[src/rtl/edge_event_collector_pkg.sv]
// ---------------------------------------------------------------------------
// edge_event_pkg
// Shared definitions for the edge event collector:
//   - bit positions of each source inside the event mask
//   - default event record layout {mask, ts}
//   - number of post-reset warm-up cycles during which events are ignored
// ---------------------------------------------------------------------------
package edge_event_pkg;

   localparam int EVT_A    = 2;   // a_in level change
   localparam int EVT_B    = 1;   // b_in rising edge
   localparam int EVT_C    = 0;   // c_in falling edge
   localparam int MASK_W   = 3;
   localparam int TS_W_DEF = 8;

   // Cycles needed after reset release before the prev flops hold real levels.
   localparam logic [1:0] WARMUP = 2'd3;

   // Event record at the default timestamp width; the top builds the same
   // {mask, ts} layout at whatever TS_W it is given.
   typedef struct packed {
      logic [MASK_W-1:0]   mask;
      logic [TS_W_DEF-1:0] ts;
   } evt_rec_t;

endpackage

[src/rtl/edge_event_collector_fifo.sv]
// ---------------------------------------------------------------------------
// evt_fifo
// Synchronous FIFO with count-based full/empty and flop-held head data.
// Ports:
//   clk, rst_n        clock, asynchronous active-low reset (flushes FIFO)
//   i_push, i_data    write request and record
//   i_pop             read request (ignored when empty)
//   o_valid, o_data   head valid / head record
//   o_drop            push rejected this cycle (full and no pop)
// ---------------------------------------------------------------------------
module evt_fifo #(
   parameter int DEPTH = 4,
   parameter int WIDTH = 11
) (
   input  logic             clk,
   input  logic             rst_n,
   input  logic             i_push,
   input  logic [WIDTH-1:0] i_data,
   input  logic             i_pop,
   output logic             o_valid,
   output logic [WIDTH-1:0] o_data,
   output logic             o_drop
);

   localparam int PTR_W = $clog2(DEPTH);
   localparam int OCC_W = PTR_W + 1;

   logic [WIDTH-1:0] r_mem [DEPTH];
   logic [PTR_W-1:0] r_wr_ptr;
   logic [PTR_W-1:0] r_rd_ptr;
   logic [OCC_W-1:0] r_count;

   logic w_full;
   logic w_empty;
   logic w_pop;
   logic w_push;

   assign w_full  = (r_count == OCC_W'(DEPTH));
   assign w_empty = (r_count == '0);
   assign w_pop   = i_pop & ~w_empty;
   // A pop in the same cycle frees the slot, so a full FIFO still accepts.
   assign w_push  = i_push & (~w_full | w_pop);

   always_ff @(posedge clk or negedge rst_n) begin
      if (!rst_n) begin
         for (int i = 0; i < DEPTH; i++) r_mem[i] <= '0;
         r_wr_ptr <= '0;
         r_rd_ptr <= '0;
         r_count  <= '0;
      end else begin
         if (w_push) begin
            r_mem[r_wr_ptr] <= i_data;
            r_wr_ptr        <= r_wr_ptr + PTR_W'(1);
         end
         if (w_pop) r_rd_ptr <= r_rd_ptr + PTR_W'(1);
         case ({w_push, w_pop})
            2'b10:   r_count <= r_count + OCC_W'(1);
            2'b01:   r_count <= r_count - OCC_W'(1);
            default: r_count <= r_count;
         endcase
      end
   end

   assign o_valid = ~w_empty;
   assign o_data  = r_mem[r_rd_ptr];
   assign o_drop  = i_push & w_full & ~w_pop;

endmodule

[src/rtl/edge_event_collector.sv]
// ---------------------------------------------------------------------------
// edge_event_collector
// Synchronises three asynchronous sources, detects a change on a_in, a rising
// edge on b_in and a falling edge on c_in, and queues a time-stamped record of
// every event cycle into a FIFO drained over valid/ready.
// Ports:
//   clk, rst_n               clock, asynchronous active-low reset
//   a_in, b_in, c_in         asynchronous event sources
//   out_valid/out_ready      head handshake
//   out_mask, out_ts         head record {a_chg, b_rise, c_fall}, timestamp
//   toggle_q                 inverts once per event cycle
//   a_cnt, b_cnt, c_cnt      saturating per-source event counters
//   ovf, ovf_clr             sticky drop flag and its synchronous clear
// ---------------------------------------------------------------------------
module edge_event_collector
   import edge_event_pkg::*;
#(
   parameter int DEPTH = 4,
   parameter int TS_W  = TS_W_DEF,
   parameter int CNT_W = 6
) (
   input  logic              clk,
   input  logic              rst_n,
   input  logic              a_in,
   input  logic              b_in,
   input  logic              c_in,
   output logic              out_valid,
   input  logic              out_ready,
   output logic [MASK_W-1:0] out_mask,
   output logic [TS_W-1:0]   out_ts,
   output logic              toggle_q,
   output logic [CNT_W-1:0]  a_cnt,
   output logic [CNT_W-1:0]  b_cnt,
   output logic [CNT_W-1:0]  c_cnt,
   output logic              ovf,
   input  logic              ovf_clr
);

   localparam int REC_W = MASK_W + TS_W;

   typedef struct packed {
      logic [MASK_W-1:0] mask;
      logic [TS_W-1:0]   ts;
   } rec_t;

   function automatic logic [CNT_W-1:0] sat_inc(input logic [CNT_W-1:0] v,
                                                input logic             en);
      if (en && (v != '1)) return v + CNT_W'(1);
      return v;
   endfunction

   logic [MASK_W-1:0] w_in;
   logic [MASK_W-1:0] r_s1;
   logic [MASK_W-1:0] r_s2;
   logic [MASK_W-1:0] r_p;
   logic [1:0]        r_wu;
   logic [TS_W-1:0]   r_ts;
   logic              r_toggle;
   logic [CNT_W-1:0]  r_a_cnt;
   logic [CNT_W-1:0]  r_b_cnt;
   logic [CNT_W-1:0]  r_c_cnt;
   logic              r_ovf;

   logic [MASK_W-1:0] w_mask;
   logic              w_evt;
   rec_t              w_rec;
   rec_t              w_head;
   logic [REC_W-1:0]  w_head_bits;
   logic              w_drop;

   always_comb begin
      w_in        = '0;
      w_in[EVT_A] = a_in;
      w_in[EVT_B] = b_in;
      w_in[EVT_C] = c_in;
   end

   // Stage: two-flop synchroniser, then previous-value flop for edge detection.
   always_ff @(posedge clk or negedge rst_n) begin
      if (!rst_n) begin
         r_s1 <= '0;
         r_s2 <= '0;
         r_p  <= '0;
         r_wu <= '0;
         r_ts <= '0;
      end else begin
         r_s1 <= w_in;
         r_s2 <= r_s1;
         r_p  <= r_s2;
         if (r_wu != WARMUP) r_wu <= r_wu + 2'd1;
         r_ts <= r_ts + TS_W'(1);
      end
   end

   // Until r_p has loaded a real level it still holds the reset 0, which would
   // turn an input sitting at 1 into a false change/rise.
   always_comb begin
      w_mask = '0;
      if (r_wu == WARMUP) begin
         w_mask[EVT_A] = r_s2[EVT_A] ^ r_p[EVT_A];
         w_mask[EVT_B] = r_s2[EVT_B] & ~r_p[EVT_B];
         w_mask[EVT_C] = ~r_s2[EVT_C] & r_p[EVT_C];
      end
   end

   assign w_evt      = |w_mask;
   assign w_rec.mask = w_mask;
   assign w_rec.ts   = r_ts;

   // Stage: event bookkeeping; dropped records still count and toggle.
   always_ff @(posedge clk or negedge rst_n) begin
      if (!rst_n) begin
         r_toggle <= 1'b0;
         r_a_cnt  <= '0;
         r_b_cnt  <= '0;
         r_c_cnt  <= '0;
         r_ovf    <= 1'b0;
      end else begin
         if (w_evt) r_toggle <= ~r_toggle;
         r_a_cnt <= sat_inc(r_a_cnt, w_mask[EVT_A]);
         r_b_cnt <= sat_inc(r_b_cnt, w_mask[EVT_B]);
         r_c_cnt <= sat_inc(r_c_cnt, w_mask[EVT_C]);
         if (w_drop)       r_ovf <= 1'b1;
         else if (ovf_clr) r_ovf <= 1'b0;
      end
   end

   evt_fifo #(
      .DEPTH (DEPTH),
      .WIDTH (REC_W)
   ) u_fifo (
      .clk     (clk),
      .rst_n   (rst_n),
      .i_push  (w_evt),
      .i_data  (w_rec),
      .i_pop   (out_ready),
      .o_valid (out_valid),
      .o_data  (w_head_bits),
      .o_drop  (w_drop)
   );

   assign w_head   = rec_t'(w_head_bits);
   assign out_mask = w_head.mask;
   assign out_ts   = w_head.ts;
   assign toggle_q = r_toggle;
   assign a_cnt    = r_a_cnt;
   assign b_cnt    = r_b_cnt;
   assign c_cnt    = r_c_cnt;
   assign ovf      = r_ovf;

endmodule
[config.mk]
export PLATFORM = sky130hd
export DESIGN_NAME = edge_event_collector
export DESIGN_NICKNAME = d
export VERILOG_FILES = /design/src/rtl/edge_event_collector_pkg.sv /design/src/rtl/edge_event_collector_fifo.sv /design/src/rtl/edge_event_collector.sv
export SDC_FILE = /design/constraint.sdc
export NUM_CORES = 1
export LEC_CHECK = 0
export BUFFER_PORTS_ARGS = -buffer_cell sky130_fd_sc_hd__buf_2
export CORE_AREA = 5 5 86 88
export CTS_BUF_LIST = sky130_fd_sc_hd__clkbuf_2
export DETAILED_ROUTE_END_ITERATION = 8
export DIE_AREA = 0 0 91 93
export PLACE_DENSITY = 0.85
export REMOVE_ABC_BUFFERS = 1
export SYNTH_ARGS = -nofsm -noshare
export SYNTH_HDL_FRONTEND = slang
export SYNTH_SLANG_ARGS = --single-unit
[constraint.sdc]
create_clock -name clk -period 2.84 [get_ports clk]
set_input_delay 0.426 -clock clk [delete_from_list [all_inputs] [get_ports clk]]
set_output_delay 0.426 -clock clk [all_outputs]
set_load 0.02 [all_outputs]
==> flow_results.org <==
** Synthesis
- Top_reg_cell synth :: sky130_fd_sc_hd__dfrtp_1
- Async set or reset register ratio after synthesis :: 1.00
- The synthesized design contains 90 register bits.
- Mean cell area of the mapped netlist :: 14.7 um^2
- Main combinational cell family by area after synthesis :: multiplexers
- Counting distinct cell types in the post-synthesis netlist gives 30.
- The share of the Yosys chip area taken by registers is 0.588.
- Post-synth EDFFs :: 0
- Area share of and/or/nand/nor cells after synthesis :: 0.0631
- Netlist Area Pre-Place :: about 3800 um^2
- Synthesis produced a netlist whose cell count is between 200 and 300.
- By area the synthesized netlist is led by sky130_fd_sc_hd__dfrtp_1, sky130_fd_sc_hd__mux2_2, sky130_fd_sc_hd__mux4_2, sky130_fd_sc_hd__xnor2_1, sky130_fd_sc_hd__ha_1.
- The share of synthesized area in the top cell type comes to 0.588.
- For this run, the number of Yosys warnings is 0.
- Of the total synthesized cell area, the portion taken by XOR and XNOR cells is 0.0686.
- Synth Area in Compound Gates :: 0.0242
- After synthesis, the share of cell area in mux cells is 0.200.
- Of the total synthesized cell area, the portion taken by full adders, half adders and majority gates is 0.0412.
- Synth area leader :: sky130_fd_sc_hd__dfrtp_1

** STA
- Max frequency :: about 400 MHz
- Setup violations remaining at the end of the flow were counted as 0.
- Fin crit share :: 0.888
- The final hold violation count is 0.
- Subtracting the final worst setup slack from the clock period gives between 2 and 3 ns.
- Relative slew slack :: 0.455
- For the pin with the worst max-slew slack, the measured transition is 0.812 ns.
- Setup tns final :: 0 ns
- Clock skew on the completed layout was measured at between 0.015 and 0.02 ns.
- Setup repair after global routing left no endpoint under its margin.
- Fin. max-slew vios :: 0

** Global route
- Global-route usage over all layers :: 0.173
- Via count of the first global-routing pass :: 2,455
- Global route total overflow :: 0
- The first global-routing pass estimated between 10 and 15 mm of wire.
- Pin count of the biggest net entering global routing :: 49
- The number of antenna violations at the first check in global routing is 0.

** Detailed routing
- In this run, the number of DRC markers left after iteration 0 of detailed routing was 104.
- After detailed routing, the total wire length is between 6 and 7 mm.
- Detailed Routing Iterations Pass 1 :: 4
- After detailed routing, the average wire length per cell comes to 15.9 um.
- Post-DR vias/cell :: roughly 5.5
- For this run, design rule violations remaining after detail routing come to 0.
- DR vias :: about 2,200
- Once detail routing completed, the nets flagged for antenna violations numbered 0.

** Floorplan
- Std cell rows :: 30
- Core footprint :: approximately 6600 um^2
- The die covers around 8500 um^2.
- 39 I/O pins were placed.
- Initial Utilization :: 0.583
- Die extent in y :: 93 um
- From left edge to right edge, the die measures around 91 um.

** Clocking
- Clock latency on the worst-skew pair :: ~0.50 ns
- TritonCTS created 9 clock buffers.
- # H-tree levels :: 3
- In this run, post-CTS repair resized a total of 0 instances.
- Clock tree from TritonCTS :: yes
- After clock tree synthesis, the clock-pin slew on the worst setup and hold paths is between 0.2 and 0.25 ns.
- The tree is rooted in a sky130_fd_sc_hd__clkbuf_2.
- Counting every sink on the clock net gives 90.
- The clock passes through at most 2 buffers.

** Finish
- Most frequent cells in the layout :: sky130_fd_sc_hd__dfrtp_1, sky130_fd_sc_hd__mux2_2, sky130_fd_sc_hd__buf_2, sky130_fd_sc_hd__xnor2_1, sky130_fd_sc_hd__nand2_1
- Summing all flip-flop and latch instances after layout gives 2250 um^2.
- In the final layout, the share of cells above drive strength 1 is 0.379.
- P&R area growth vs syn :: 12.4%
- The layout has around 500 filler cells.
- Leaving out fill and tap cells, the most frequent cell in the layout is sky130_fd_sc_hd__dfrtp_1.
- For this run, the post-layout net count is 334.
- Total area of multi-input combinational cells :: 1520 um^2
- The repair_antennas step left the layout with diodes totalling 0.

** Critical path
- Crit path launch type :: flip-flop
- Data arrives at the worst endpoint at between 2 and 3 ns.
- STA classifies the critical path endpoint as a flip-flop.
- Top fanout value on the critical path :: 6
- Critical path data required time :: ~3.3 ns
- Crit Path Category :: flip-flop to flip-flop

** Power
- Sum of internal, switching and leakage power :: roughly 0.0044 W
- VDD sags by at most 0.000782 V.
- Power spread over the standard cell area amounts to just over 1000 nW/um^2.
- For this design the static power due to leakage is about 2 nW.

** Outcome
- Outcome :: finished clean

** Placement
- Sum of net half-perimeters after detailed placement :: ~4.5 mm
- Routability-driven placement finished with a final weighted congestion of between 0.7 and 0.8.
- Port Buffers :: 38

** Job
- The tool flagged a number of max-cap violations equal to 0.

** Worst hold path
- The tightest min-delay check is of the primary input to flip-flop type.
[cell type report]
type,count,area share
clock inverters,4,0.0102
inverters,9,0.00785
well taps,80,0.0233
multi-input cells,156,0.353
flip-flops and latches,90,0.524
repair buffers,49,0.0692
clock buffers,11,0.0128
[metal layers]
| metal | track usage | vias to the layer above | share of wire |
|---|---|---|---|
| li1 | - | 1024 | - |
| met1 | 0.224 | 1101 | 0.44 |
| met2 | 0.285 | 44 | 0.50 |
| met3 | 0.0306 | 14 | 0.036 |
| met4 | 0.0795 | 0 | 0.022 |
| met5 | 0 | - | 0 |
[registers in the layout, indices dropped and copies added, names as in the netlist, 3 cells and up]
register,flops
u_fifo.r_count,3
r_s2,3
r_ts,8
r_s1,3
a_cnt,6
c_cnt,6
b_cnt,6
u_fifo.r_mem,44
r_p,3
[cells in the mapped netlist (2+ instances only)]
cell type,number
sky130_fd_sc_hd__xor2_1,10
sky130_fd_sc_hd__nor2_1,3
sky130_fd_sc_hd__nand2_1,14
sky130_fd_sc_hd__o21ai_0,8
sky130_fd_sc_hd__nand4_1,6
sky130_fd_sc_hd__clkbuf_1,4
sky130_fd_sc_hd__and3_1,4
sky130_fd_sc_hd__ha_1,11
sky130_fd_sc_hd__nand2b_1,2
sky130_fd_sc_hd__xnor2_1,20
sky130_fd_sc_hd__inv_1,9
sky130_fd_sc_hd__mux2_2,45
sky130_fd_sc_hd__nor2_2,4
sky130_fd_sc_hd__and4_1,2
sky130_fd_sc_hd__nand3_1,4
sky130_fd_sc_hd__and3b_1,2
sky130_fd_sc_hd__mux4_2,11
sky130_fd_sc_hd__dfrtp_1,90
[cells by family (layout without fill, tap and decap cells)]
group,Yosys count,after routing
AO/OA/AOI/OAI,13,13
adder cells (fa/ha/maj),12,12
buffers and inverters,15,73
XOR/XNOR,30,30
multiplexers,57,57
AND/OR/NAND/NOR,44,44
flip-flops,90,90
[final timing paths]
| check | from | to | slack (ns) | cells after the start |
|---|---|---|---|---|
| worst max-delay path | r_wu[0]$_DFFE_PN0P_ | u_fifo.r_count[2]$_DFFE_PN0P_ | 0.32 | 11 |
| worst min-delay path | ovf_clr | ovf$_DFFE_PN0P_ | 0.1 | 2 |
| worst max register to register | r_wu[0]$_DFFE_PN0P_ | u_fifo.r_count[2]$_DFFE_PN0P_ | 0.32 | 11 |
| worst min register to register | r_s1[2]$_DFF_PN0_ | r_s2[2]$_DFF_PN0_ | 0.38 | 0 |
| max in group asynchronous | rst_n | u_fifo.r_wr_ptr[0]$_DFFE_PN0P_ | 1.80 | 3 |
| min in group asynchronous | rst_n | r_ts[0]$_DFF_PN0_ | 0.42 | 2 |
[through the flow]
step                setup slack (ns)  hold WS (ns)  cell area (um^2)  utilization  std cells
floorplan                      0.295         0.130              3800            -        255
global placement               0.336         0.334              4160        0.634        380
detailed placement             0.292         0.338              4160        0.634        380
CTS                            0.303        0.0418              4300        0.655        399
global route                   0.142        0.0332              4300        0.655        399
finish                         0.319        0.0957              4300        0.655        399
[timing repair]
action                    4_1_cts  5_1_grt
hold buffers                    4        0
buffers inserted                0        0
hold endpoints to repair       45        0
[report_power, final]
group / leakage (nW) / total (W) / internal [W] / switching [W]
Clock: 0.0692 / 0.000587 / 0.000201 / 0.000386
Sequential: 1.08 / 0.00203 / 0.00170 / 0.000334
Combinational: 0.832 / 0.00181 / 0.000896 / 0.000918
Total: 1.98 / 0.00443 / 0.00280 / 0.00164
[critical path: stages, from the launching register on]
cell and delay (ns):
sky130_fd_sc_hd__dfrtp_1 0.46, sky130_fd_sc_hd__ha_1 0.29, sky130_fd_sc_hd__and3b_1 0.29, sky130_fd_sc_hd__a211oi_4 0.25, sky130_fd_sc_hd__nor2_1 0.12, sky130_fd_sc_hd__inv_1 0.07
sky130_fd_sc_hd__ha_1 0.17, sky130_fd_sc_hd__inv_1 0.06, sky130_fd_sc_hd__fa_1 0.37, sky130_fd_sc_hd__xor2_1 0.15, sky130_fd_sc_hd__nor2_1 0.11, sky130_fd_sc_hd__xor2_1 0.15
Power figures use the tool's default switching activity.
